===== src/rtl/uart_pkg.sv =====
// -----------------------------------------------------------------------------
// uart_pkg
// Shared types and helpers for the UART receive path.
//   rx_state_e : receiver FSM state encoding (3 bits)
//   maj3       : 2-of-3 majority vote used to filter the sampled line
// `UART_DATA_WIDTH sets the default frame width (8 unless overridden).
// -----------------------------------------------------------------------------
`ifndef UART_DATA_WIDTH
`define UART_DATA_WIDTH 8
`endif

package uart_pkg;

    localparam int unsigned DEFAULT_DATA_WIDTH  = `UART_DATA_WIDTH;
    localparam int unsigned DEFAULT_SYNC_STAGES = 2;
    localparam int unsigned DEFAULT_MIN_DIVIDE  = 4;

    typedef enum logic [2:0] {
        IDLE  = 3'd0,
        START = 3'd1,
        DATA  = 3'd2,
        STOP  = 3'd3,
        BREAK = 3'd4
    } rx_state_e;

    // Two-of-three vote: a single-cycle spike on the line cannot flip a sample.
    function automatic logic maj3(input logic [2:0] v);
        return (v[0] & v[1]) | (v[0] & v[2]) | (v[1] & v[2]);
    endfunction

endpackage


===== src/rtl/uart_sync.sv =====
// -----------------------------------------------------------------------------
// uart_sync
// N-flop synchroniser for a single asynchronous input.
//   clk  : destination clock
//   rst  : synchronous, active-high reset; all flops load RESET_VAL
//   d    : asynchronous input
//   q    : synchronised output (STAGES cycles of latency)
// RESET_VAL lets the caller preload the chain with the line's idle level.
// -----------------------------------------------------------------------------
module uart_sync #(
    parameter int unsigned STAGES    = 2,
    parameter logic        RESET_VAL = 1'b1
) (
    input  logic clk,
    input  logic rst,
    input  logic d,
    output logic q
);

    logic [STAGES-1:0] sync_r;

    // Shift the input through the flop chain; reset fills it with the idle level.
    always_ff @(posedge clk) begin
        if (rst) begin
            sync_r <= {STAGES{RESET_VAL}};
        end else begin
            sync_r <= {sync_r[STAGES-2:0], d};
        end
    end

    assign q = sync_r[STAGES-1];

endmodule


===== src/rtl/uart_rx_core.sv =====
// -----------------------------------------------------------------------------
// uart_rx_core
// 8N1 (LSB first) serial receiver feeding the UART slave's rx FIFO.
//   clk, rst       : system clock, synchronous active-high reset
//   rxd            : serial input, idle high, asynchronous to clk
//   uart_divide    : clocks per bit, clamped below at MIN_DIVIDE
//   uart_rx_data   : last good byte, held until the next good frame
//   uart_rx_valid  : one-cycle pulse per good frame (FIFO write enable)
//   uart_rx_err    : one-cycle pulse when the stop bit is sampled low
//   active         : high whenever the receiver is not idle
// The divider is captured at the start edge, so a divide change only
// affects the following frame.
// -----------------------------------------------------------------------------
module uart_rx_core
    import uart_pkg::*;
#(
    parameter int unsigned DATA_WIDTH  = DEFAULT_DATA_WIDTH,
    parameter int unsigned SYNC_STAGES = DEFAULT_SYNC_STAGES,
    parameter int unsigned MIN_DIVIDE  = DEFAULT_MIN_DIVIDE
) (
    input  logic                  clk,
    input  logic                  rst,
    input  logic                  rxd,
    input  logic [31:0]           uart_divide,
    output logic [DATA_WIDTH-1:0] uart_rx_data,
    output logic                  uart_rx_valid,
    output logic                  uart_rx_err,
    output logic                  active
);

    localparam int unsigned IDX_W = (DATA_WIDTH > 1) ? $clog2(DATA_WIDTH) : 1;

    logic                  rxd_s;
    logic                  rxd_prev_r;
    logic [2:0]            hist_r;
    logic                  samp_s;
    logic                  fall_s;
    logic                  tick_s;
    logic [31:0]           div_s;
    logic [31:0]           div_q_r;
    logic [31:0]           cnt_r;
    logic [IDX_W-1:0]      bit_idx_r;
    logic [DATA_WIDTH-1:0] shreg_r;
    rx_state_e             state_r;

    uart_sync #(
        .STAGES    (SYNC_STAGES),
        .RESET_VAL (1'b1)
    ) u_sync (
        .clk (clk),
        .rst (rst),
        .d   (rxd),
        .q   (rxd_s)
    );

    // Edge-detect delay and 3-sample history of the synchronised line.
    always_ff @(posedge clk) begin
        if (rst) begin
            rxd_prev_r <= 1'b1;
            hist_r     <= 3'b111;
        end else begin
            rxd_prev_r <= rxd_s;
            hist_r     <= {hist_r[1:0], rxd_s};
        end
    end

    assign samp_s = maj3(hist_r);
    assign fall_s = rxd_prev_r & ~rxd_s;
    assign tick_s = (cnt_r == 32'd0);
    assign div_s  = (uart_divide < 32'(MIN_DIVIDE)) ? 32'(MIN_DIVIDE) : uart_divide;

    // Receiver FSM with bit counter, shift register and registered outputs.
    always_ff @(posedge clk) begin
        if (rst) begin
            state_r       <= IDLE;
            cnt_r         <= 32'd0;
            div_q_r       <= 32'd0;
            bit_idx_r     <= {IDX_W{1'b0}};
            shreg_r       <= {DATA_WIDTH{1'b0}};
            uart_rx_data  <= {DATA_WIDTH{1'b0}};
            uart_rx_valid <= 1'b0;
            uart_rx_err   <= 1'b0;
            active        <= 1'b0;
        end else begin
            uart_rx_valid <= 1'b0;
            uart_rx_err   <= 1'b0;
            case (state_r)
                IDLE: begin
                    if (fall_s) begin
                        // Half a bit to land in the middle of the start bit.
                        cnt_r   <= div_s >> 1;
                        div_q_r <= div_s;
                        state_r <= START;
                        active  <= 1'b1;
                    end else begin
                        active  <= 1'b0;
                    end
                end
                START: begin
                    if (tick_s) begin
                        if (!samp_s) begin
                            cnt_r     <= div_q_r - 32'd1;
                            bit_idx_r <= {IDX_W{1'b0}};
                            state_r   <= DATA;
                        end else begin
                            // Line back high at mid start bit: treat as a glitch.
                            state_r <= IDLE;
                            active  <= 1'b0;
                        end
                    end else begin
                        cnt_r <= cnt_r - 32'd1;
                    end
                end
                DATA: begin
                    if (tick_s) begin
                        shreg_r <= {samp_s, shreg_r[DATA_WIDTH-1:1]};
                        cnt_r   <= div_q_r - 32'd1;
                        if (bit_idx_r == IDX_W'(DATA_WIDTH - 1)) begin
                            state_r <= STOP;
                        end else begin
                            bit_idx_r <= bit_idx_r + IDX_W'(1);
                        end
                    end else begin
                        cnt_r <= cnt_r - 32'd1;
                    end
                end
                STOP: begin
                    if (tick_s) begin
                        if (samp_s) begin
                            // Return to IDLE at mid stop bit so a back-to-back
                            // start edge is still caught.
                            uart_rx_data  <= shreg_r;
                            uart_rx_valid <= 1'b1;
                            state_r       <= IDLE;
                            active        <= 1'b0;
                        end else begin
                            uart_rx_err <= 1'b1;
                            state_r     <= BREAK;
                        end
                    end else begin
                        cnt_r <= cnt_r - 32'd1;
                    end
                end
                BREAK: begin
                    // Wait out a held-low line without re-reporting it.
                    if (rxd_s) begin
                        state_r <= IDLE;
                        active  <= 1'b0;
                    end else begin
                        state_r <= BREAK;
                    end
                end
                default: begin
                    state_r <= IDLE;
                    active  <= 1'b0;
                end
            endcase
        end
    end

endmodule


===== config.mk =====
export PLATFORM = sky130hd
export DESIGN_NAME = uart_rx_core
export DESIGN_NICKNAME = d
export VERILOG_FILES = /design/src/rtl/uart_pkg.sv /design/src/rtl/uart_sync.sv /design/src/rtl/uart_rx_core.sv
export SDC_FILE = /design/constraint.sdc
export NUM_CORES = 1
export LEC_CHECK = 0
export ABC_CLOCK_PERIOD_IN_PS = 3730
export BUFFER_PORTS_ARGS = -buffer_cell sky130_fd_sc_hd__buf_2
export CAP_MARGIN = 10
export CORE_MARGIN = 2
export CORE_UTILIZATION = 40
export CTS_CLUSTER_SIZE = 24
export DETAILED_ROUTE_END_ITERATION = 7
export SYNTH_ARGS = -nofsm -noshare
export SYNTH_HDL_FRONTEND = slang
export SYNTH_SLANG_ARGS = --single-unit

===== constraint.sdc =====
create_clock -name clk -period 3.73 [get_ports clk]
set_input_delay 0.746 -clock clk [delete_from_list [all_inputs] [get_ports clk]]
set_output_delay 0.746 -clock clk [all_outputs]
set_load 0.02 [all_outputs]

---- Word-level counts from Yosys, hierarchy flattened ----
Index checks and enable logic that the tools add are counted.
operators by class
  $add $sub $neg .......................... 3
  multipliers ............................. 0
  divide/modulo/power cells ............... 0
  magnitude comparators ................... 1
  equal/unequal tests ..................... 17
  shift operators ......................... 0
  mux-type cells .......................... 28
  bitwise logic cells ..................... 10
  reductions and logical operators ........ 13
operators by type and width
  cell                     count
  $mux W32                 6
  $pmux W32 S4             1
  $sub A32 B1 Y32 const B  2
  $mux W3                  11
  $logic_not A32 Y1        1
  $lt A32 B3 Y1 const B    1
  $ne A2 B2 Y1 const B     8
  $pmux W3 S5              1
  $reduce_and A5 Y1        2
  $reduce_and A4 Y1        2
  $eq A3 B2 Y1 const B     2
  $eq A3 B3 Y1 const B     2
  $mux W1                  6
  $ne A2 B1 Y1 const B     3
  $pmux W3 S2              1
  $and A1 B1 Y1            4
  $not A1 Y1               4
  $pmux W1 S4              1
  $reduce_and A2 Y1        2
  $reduce_bool A4 Y1       1
  $add A3 B1 Y3 const B    1
  $eq A3 B1 Y1 const B     1
  $logic_not A3 Y1         1
  $ne A3 B3 Y1 const B     1
  6 further kinds          7
storage, ports and cells
  register bits after elaboration ......... 95
  bits in latches ......................... 0
  RAM bits ................................ 0
  ROM bits ................................ 0
  input bits .............................. 35
  output and inout bits ................... 11
  logic and storage cells ................. 84
  memories ................................ 0

---- Depth between registers and ports, before layout ----
  word-level depth ........................ 6
  mapped depth ............................ 10
  depth with buffers taken out ............ 8

---- Modules after synthesis ----
Synthesis repeated with hierarchy kept, for this count alone.
unflattened totals
  cells, all modules ...................... 676
  area total of the unflattened synthesis .. 5213.8 um^2
modules (own cells, without submodules)
  module        instances  cells each  area an instance (um^2)  sequential area each (um^2)
  uart_rx_core  1          672         5161.2                   1841.8
  uart_sync     1          4           52.6                     40.0

---- Worst setup path after synthesis ----
Ideal clock, no wire load.
  kind .................................... register to register
  start point ............................. reg div_q_r[0]
  end point ............................... reg cnt_r[30]
  setup time .............................. 126 ps
  data arrival time ....................... 2503 ps
  data required time ...................... 3604 ps
  slack ................................... 1101 ps
  cell stages (with the launch flop) ...... 11
  buffers on the path ..................... 2
  period minus slack after synthesis ...... 2629 ps
  cells stage by stage .................... dfxtp_1 inv_1 ha_1 or4b_1 clkbuf_1 or4_4 buf_6 or4_4 xnor2_2 a22oi_1 a31oi_1
between the ends
  longest elaborated chain between the ends .. 4
  elaborated cells between the ends (all ways) .. 5
  those cells by class .................... add/sub: 1; mux: 4
ends and longest elaborated chain
  item                    RTL line                                  RTL
  from (decl)             uart_rx_core.sv:40                        logic [31:0] div_q_r;
  from (signal assigned)  uart_rx_core.sv:92                        div_q_r <= div_s;
  $sub A32 B1 Y32 *       uart_rx_core.sv:102, uart_rx_core.sv:117
  $mux W32                uart_rx_core.sv:101                       if (!samp_s) begin
  $mux W32                uart_rx_core.sv:100                       if (tick_s) begin
  $pmux W32 S4 *          uart_rx_core.sv:87                        case (state_r)
  to (signal assigned)    uart_rx_core.sv:91                        cnt_r <= div_s >> 1;
  to (signal assigned)    uart_rx_core.sv:102                       cnt_r <= div_q_r - 32'd1;
  to (signal assigned)    uart_rx_core.sv:117                       cnt_r <= div_q_r - 32'd1;
  to (decl)               uart_rx_core.sv:41                        logic [31:0] cnt_r;
Mark *: on every way between the ends. The rest lies on a longest branch, timed or not. The select of a mux whose other input is x is not followed.
A chain may end at the register's enable or synchronous reset.

---- Worst setup path after layout ----
  start point ............................. reg cnt_r[12]
  end point ............................... reg cnt_r[20]
between the ends
  longest elaborated chain between the ends .. 3
  elaborated cells between the ends (all ways) .. 9
  those cells by class .................... add/sub: 1; eq/ne: 2; mux: 4; reduce/logical: 2
ends and longest elaborated chain
  item                                                  RTL line             RTL
  from (signal assigned)                                uart_rx_core.sv:91
  from (signal assigned)                                uart_rx_core.sv:102
  from (signal assigned)                                uart_rx_core.sv:111  cnt_r <= cnt_r - 32'd1;
  $sub A32 B1 Y32 or $logic_not A32 Y1 (tied branches)  --
  $mux W32 (tied with other cells)                      uart_rx_core.sv:128  if (tick_s) begin
  $pmux W32 S4 or $reduce_and A4 Y1 (tied branches)     --
Parallel ways exist; a longest one is shown, timed or not. The select of a mux whose other input is x is not followed.

==> impl_metrics.json <==
{
  "r2r_cells": 6,
  "drt_pass1_iterations": 6,
  "viasPerCell": 5.97,
  "place_area_um2": 5600,
  "cts_buffer_depth": 2,
  "cts-buffers-inserted": 9,
  "fmaxAchievable_mhz": 322,
  "ios": 46,
  "post-place-ws_ns": 0.728,
  "start_util": 0.413,
  "gr-usage-all-layers": 0.228,
  "antenna_found_initial": 0,
  "ys_seq_elements": 94,
  "finalHoldViolCount": 0,
  "cp-startpoint": "cnt_r[12]",
  "crit_end": "cnt_r[20]",
  "cp-end-kind": "register",
  "synth_edf_count": 0,
  "syn_area_per_cell_um2": 7.78,
  "met3_length_um": 889,
  "hp-class": "reg -> reg",
  "ys_types": 60,
  "drive_above_1_share": 0.142,
  "cp.depth": 6,
  "ys_top_cells_by_area": "dfxtp_1 36%, a21oi_1 7.1%, nand2_1 6.2%",
  "run_status": "completed",
  "topRoutingLayerUsed": "met4",
  "vdd_ir_drop_max_mv": 0.192,
  "cts_root_buf": "clkbuf_16",
  "drv_slew": 0,
  "cp.arrival_ns": 3.31,
  "worst_path_largest_cell_delay_ns": 0.61,
  "cp_slowest_cell": "nor4_1",
  "synth_nets": 715,
  "syn_inst": 675,
  "design.die.area_um2": 14100,
  "rsz0062_at_grt": "false",
  "synthToLayoutAreaGrowth_pct": 12.0,
  "route.met2.wl_um": 7300,
  "postRouteWirelength_um": 15900,
  "rrSetupSlack_ns": 0.62,
  "hold_buffers": 0,
  "cts_tree": "done",
  "ant_nets": 0,
  "post-synth-top-area-cell": "dfxtp_1",
  "io_buffer_count": 45,
  "core_area_um2": 12700,
  "wl_met1_um": 7450,
  "path_clk_slew_ns": 0.07,
  "cp_top_family": "simple AND/OR/NAND/NOR gates",
  "die_h_um": 119,
  "worstMarginPinSlew_ns": 1.02,
  "multi_input_area_um2": 3110,
  "powerDensity_nw_per_um2": 446,
  "yosys.area.top_type_share": 0.358,
  "stdcell_count": 875,
  "wl_per_cell_um": 18.2,
  "fillers": 1345,
  "grt-ovfl-total": 0,
  "drtIter0Drc": 375,
  "grt_start_max_net_pins": 95,
  "clock_skew_ns": 0.00611,
  "ctsResizeCount": 0,
  "cp_data_required_time_ns": 3.93,
  "syn-cell-area_um2": 5250,
  "dr_total_vias": 5222,
  "cts_sinks": 94,
  "seqCellArea_um2": 1880,
  "antenna_cells": 0,
  "dp_cells": 859,
  "crit_chain": "nor4_1 -> nand3_1 -> o31ai_2 -> nand2_1 -> a221oi_1 -> o22ai_1",
  "nNetsFinal": 738,
  "critPathBufInv": 0,
  "leakage_nw": 2.21,
  "synthArstFlopShare": 0,
  "ys_warn_count": 0,
  "period_needed_ns": 3.11,
  "crit_fanout": 21,
  "htreeDepth": 3,
  "gp_congestion": 0.888,
  "post-cts-setup-buffers": 0,
  "postSynth.topFlopCell": "dfxtp_1",
  "grt_pass1_vias": 4791,
  "std_cell_rows": 41,
  "drv_cap": 0,
  "clk_latency_ns": 0.35,
  "drc": 0,
  "synth_seq_area_share": 0.358,
  "worst-setup-path-type": "reg -> reg",
  "die_x_um": 119,
  "fin_setup_tns_ns": 0,
  "reg2reg_to": "cnt_r[20]",
  "fin_crit_sh": 0.834,
  "post-dp-hpwl_um": 11000,
  "start_kind": "register",
  "regToRegStartpoint": "cnt_r[12]",
  "setup-violations-final": 0,
  "design_area_um2": 5880,
  "maxSlewHeadroom": 0.319,
  "layout_setup_ws_ns": 0.621,
  "grt_pass1_wl_um": 25900
}
[synthesized netlist by cell type, types with 6 or more instances]
cell type  count
nor2b_1        7
or4_1         11
nor4_1        32
nor2_1        53
a221oi_1      16
nor3_1        25
and2_1         6
clkbuf_1      37
xor2_1        21
xnor2_1        8
o21ai_0       24
or2_2         10
dfxtp_1       94
o22ai_1        8
mux2i_1       11
nand3_1       15
or3_1         12
inv_1         14
nand2_1       87
o32ai_1        9
o31ai_1        6
nand4_1        8
a211oi_1      11
a21oi_1       75
[metrics by stage]
| stage | hold slack [ns] | utilization | total power [mW] |
|---|---|---|---|
| 6_report | 0.416 | 0.462 | 2.62 |
| 5_1_grt | 0.439 | 0.462 | 2.75 |
| 4_1_cts | 0.422 | 0.462 | 2.63 |
| 3_5_place_dp | 0.401 | 0.440 | 1.74 |
| 3_3_place_gp | 0.399 | 0.440 | 1.73 |
| 2_1_floorplan | 0.389 | - | 1.57 |
[cell families (layout without fill, tap and decap cells)]
group / Yosys count / in the layout / synth area share
buffers and inverters: 62 / 90 / 0.0507
AO/OA/AOI/OAI: 184 / 184 / 0.226
XOR/XNOR: 30 / 30 / 0.0515
flip-flops: 94 / 94 / 0.358
multiplexers: 11 / 11 / 0.0210
adder cells (fa/ha/maj): 6 / 6 / 0.0138
AND/OR/NAND/NOR: 288 / 288 / 0.279
[where the power goes]
group / switching [mW] / leakage [nW] / total [mW] / internal [mW]
sequential: 0.0492 / 0.764 / 1.09 / 1.05
combinational: 0.400 / 1.30 / 0.639 / 0.239
clock: 0.427 / 0.137 / 0.888 / 0.461
total: 0.877 / 2.21 / 2.62 / 1.74
[layout by cell type (no fill, tap or decap), types with 6 or more instances in the layout]
cell	netlist	routed
buf_4	1	15
nor4_1	32	32
a21oi_1	75	75
dfxtp_1	94	94
nand4_1	8	8
nor3_1	25	25
a221oi_1	16	16
o21ai_0	24	24
a211oi_1	11	11
xnor2_1	8	8
o22ai_1	8	8
nand2_1	87	87
xor2_1	21	21
nand3_1	15	15
nor2_1	53	52
buf_2	5	45
or3_1	12	12
inv_1	14	14
or2_2	10	10
o32ai_1	9	9
mux2i_1	11	11
and2_1	6	6
nor2b_1	7	7
or4_1	11	11
clkbuf_16	0	9
[worst min-delay path by stage]
| stage | slack (ns) | cells past startpoint | to | from |
|---|---|---|---|---|
| floorplan | 0.39 | 1 | u_sync.sync_r[1] | u_sync.sync_r[0] |
| global placement | 0.40 | 1 | u_sync.sync_r[1] | u_sync.sync_r[0] |
| detailed placement | 0.40 | 1 | u_sync.sync_r[1] | u_sync.sync_r[0] |
| CTS | 0.42 | 1 | u_sync.sync_r[1] | u_sync.sync_r[0] |
| global route | 0.44 | 1 | u_sync.sync_r[1] | u_sync.sync_r[0] |
| finish | 0.42 | 1 | u_sync.sync_r[1] | u_sync.sync_r[0] |
[worst register-to-register path, stage by stage (launching register included)]
cell and delay, ns:
dfxtp_1 0.39, nor4_1 0.61, nand3_1 0.45, o31ai_2 0.36, nand2_1 0.53, a221oi_1 0.50, o22ai_1 0.13
[per-layer routing]
metal / GRT usage / vias to the layer above
met2: 0.362 / 157
li1: - / 2545
met1: 0.318 / 2502
met4: 0.0714 / 0
met5: 0 / -
met3: 0.0343 / 18
[registers in the layout (all words and copies together) (netlist names)]
signal         cells
active             1
bit_idx_r          3
cnt_r             32
div_q_r           32
hist_r             3
shreg_r            8
state_r            3
u_sync.sync_r      2
uart_rx_data       8
uart_rx_err        1
uart_rx_valid      1
[cell type report]
cell class / instances / area share
multi-input cells: 519 / 0.529
flip-flops and latches: 94 / 0.320
repair buffers: 60 / 0.0574
clock buffers: 9 / 0.0383
well taps: 172 / 0.0366
clock inverters: 7 / 0.00957
inverters: 14 / 0.00893
No activity file was read; power rests on OpenSTA's default activity.
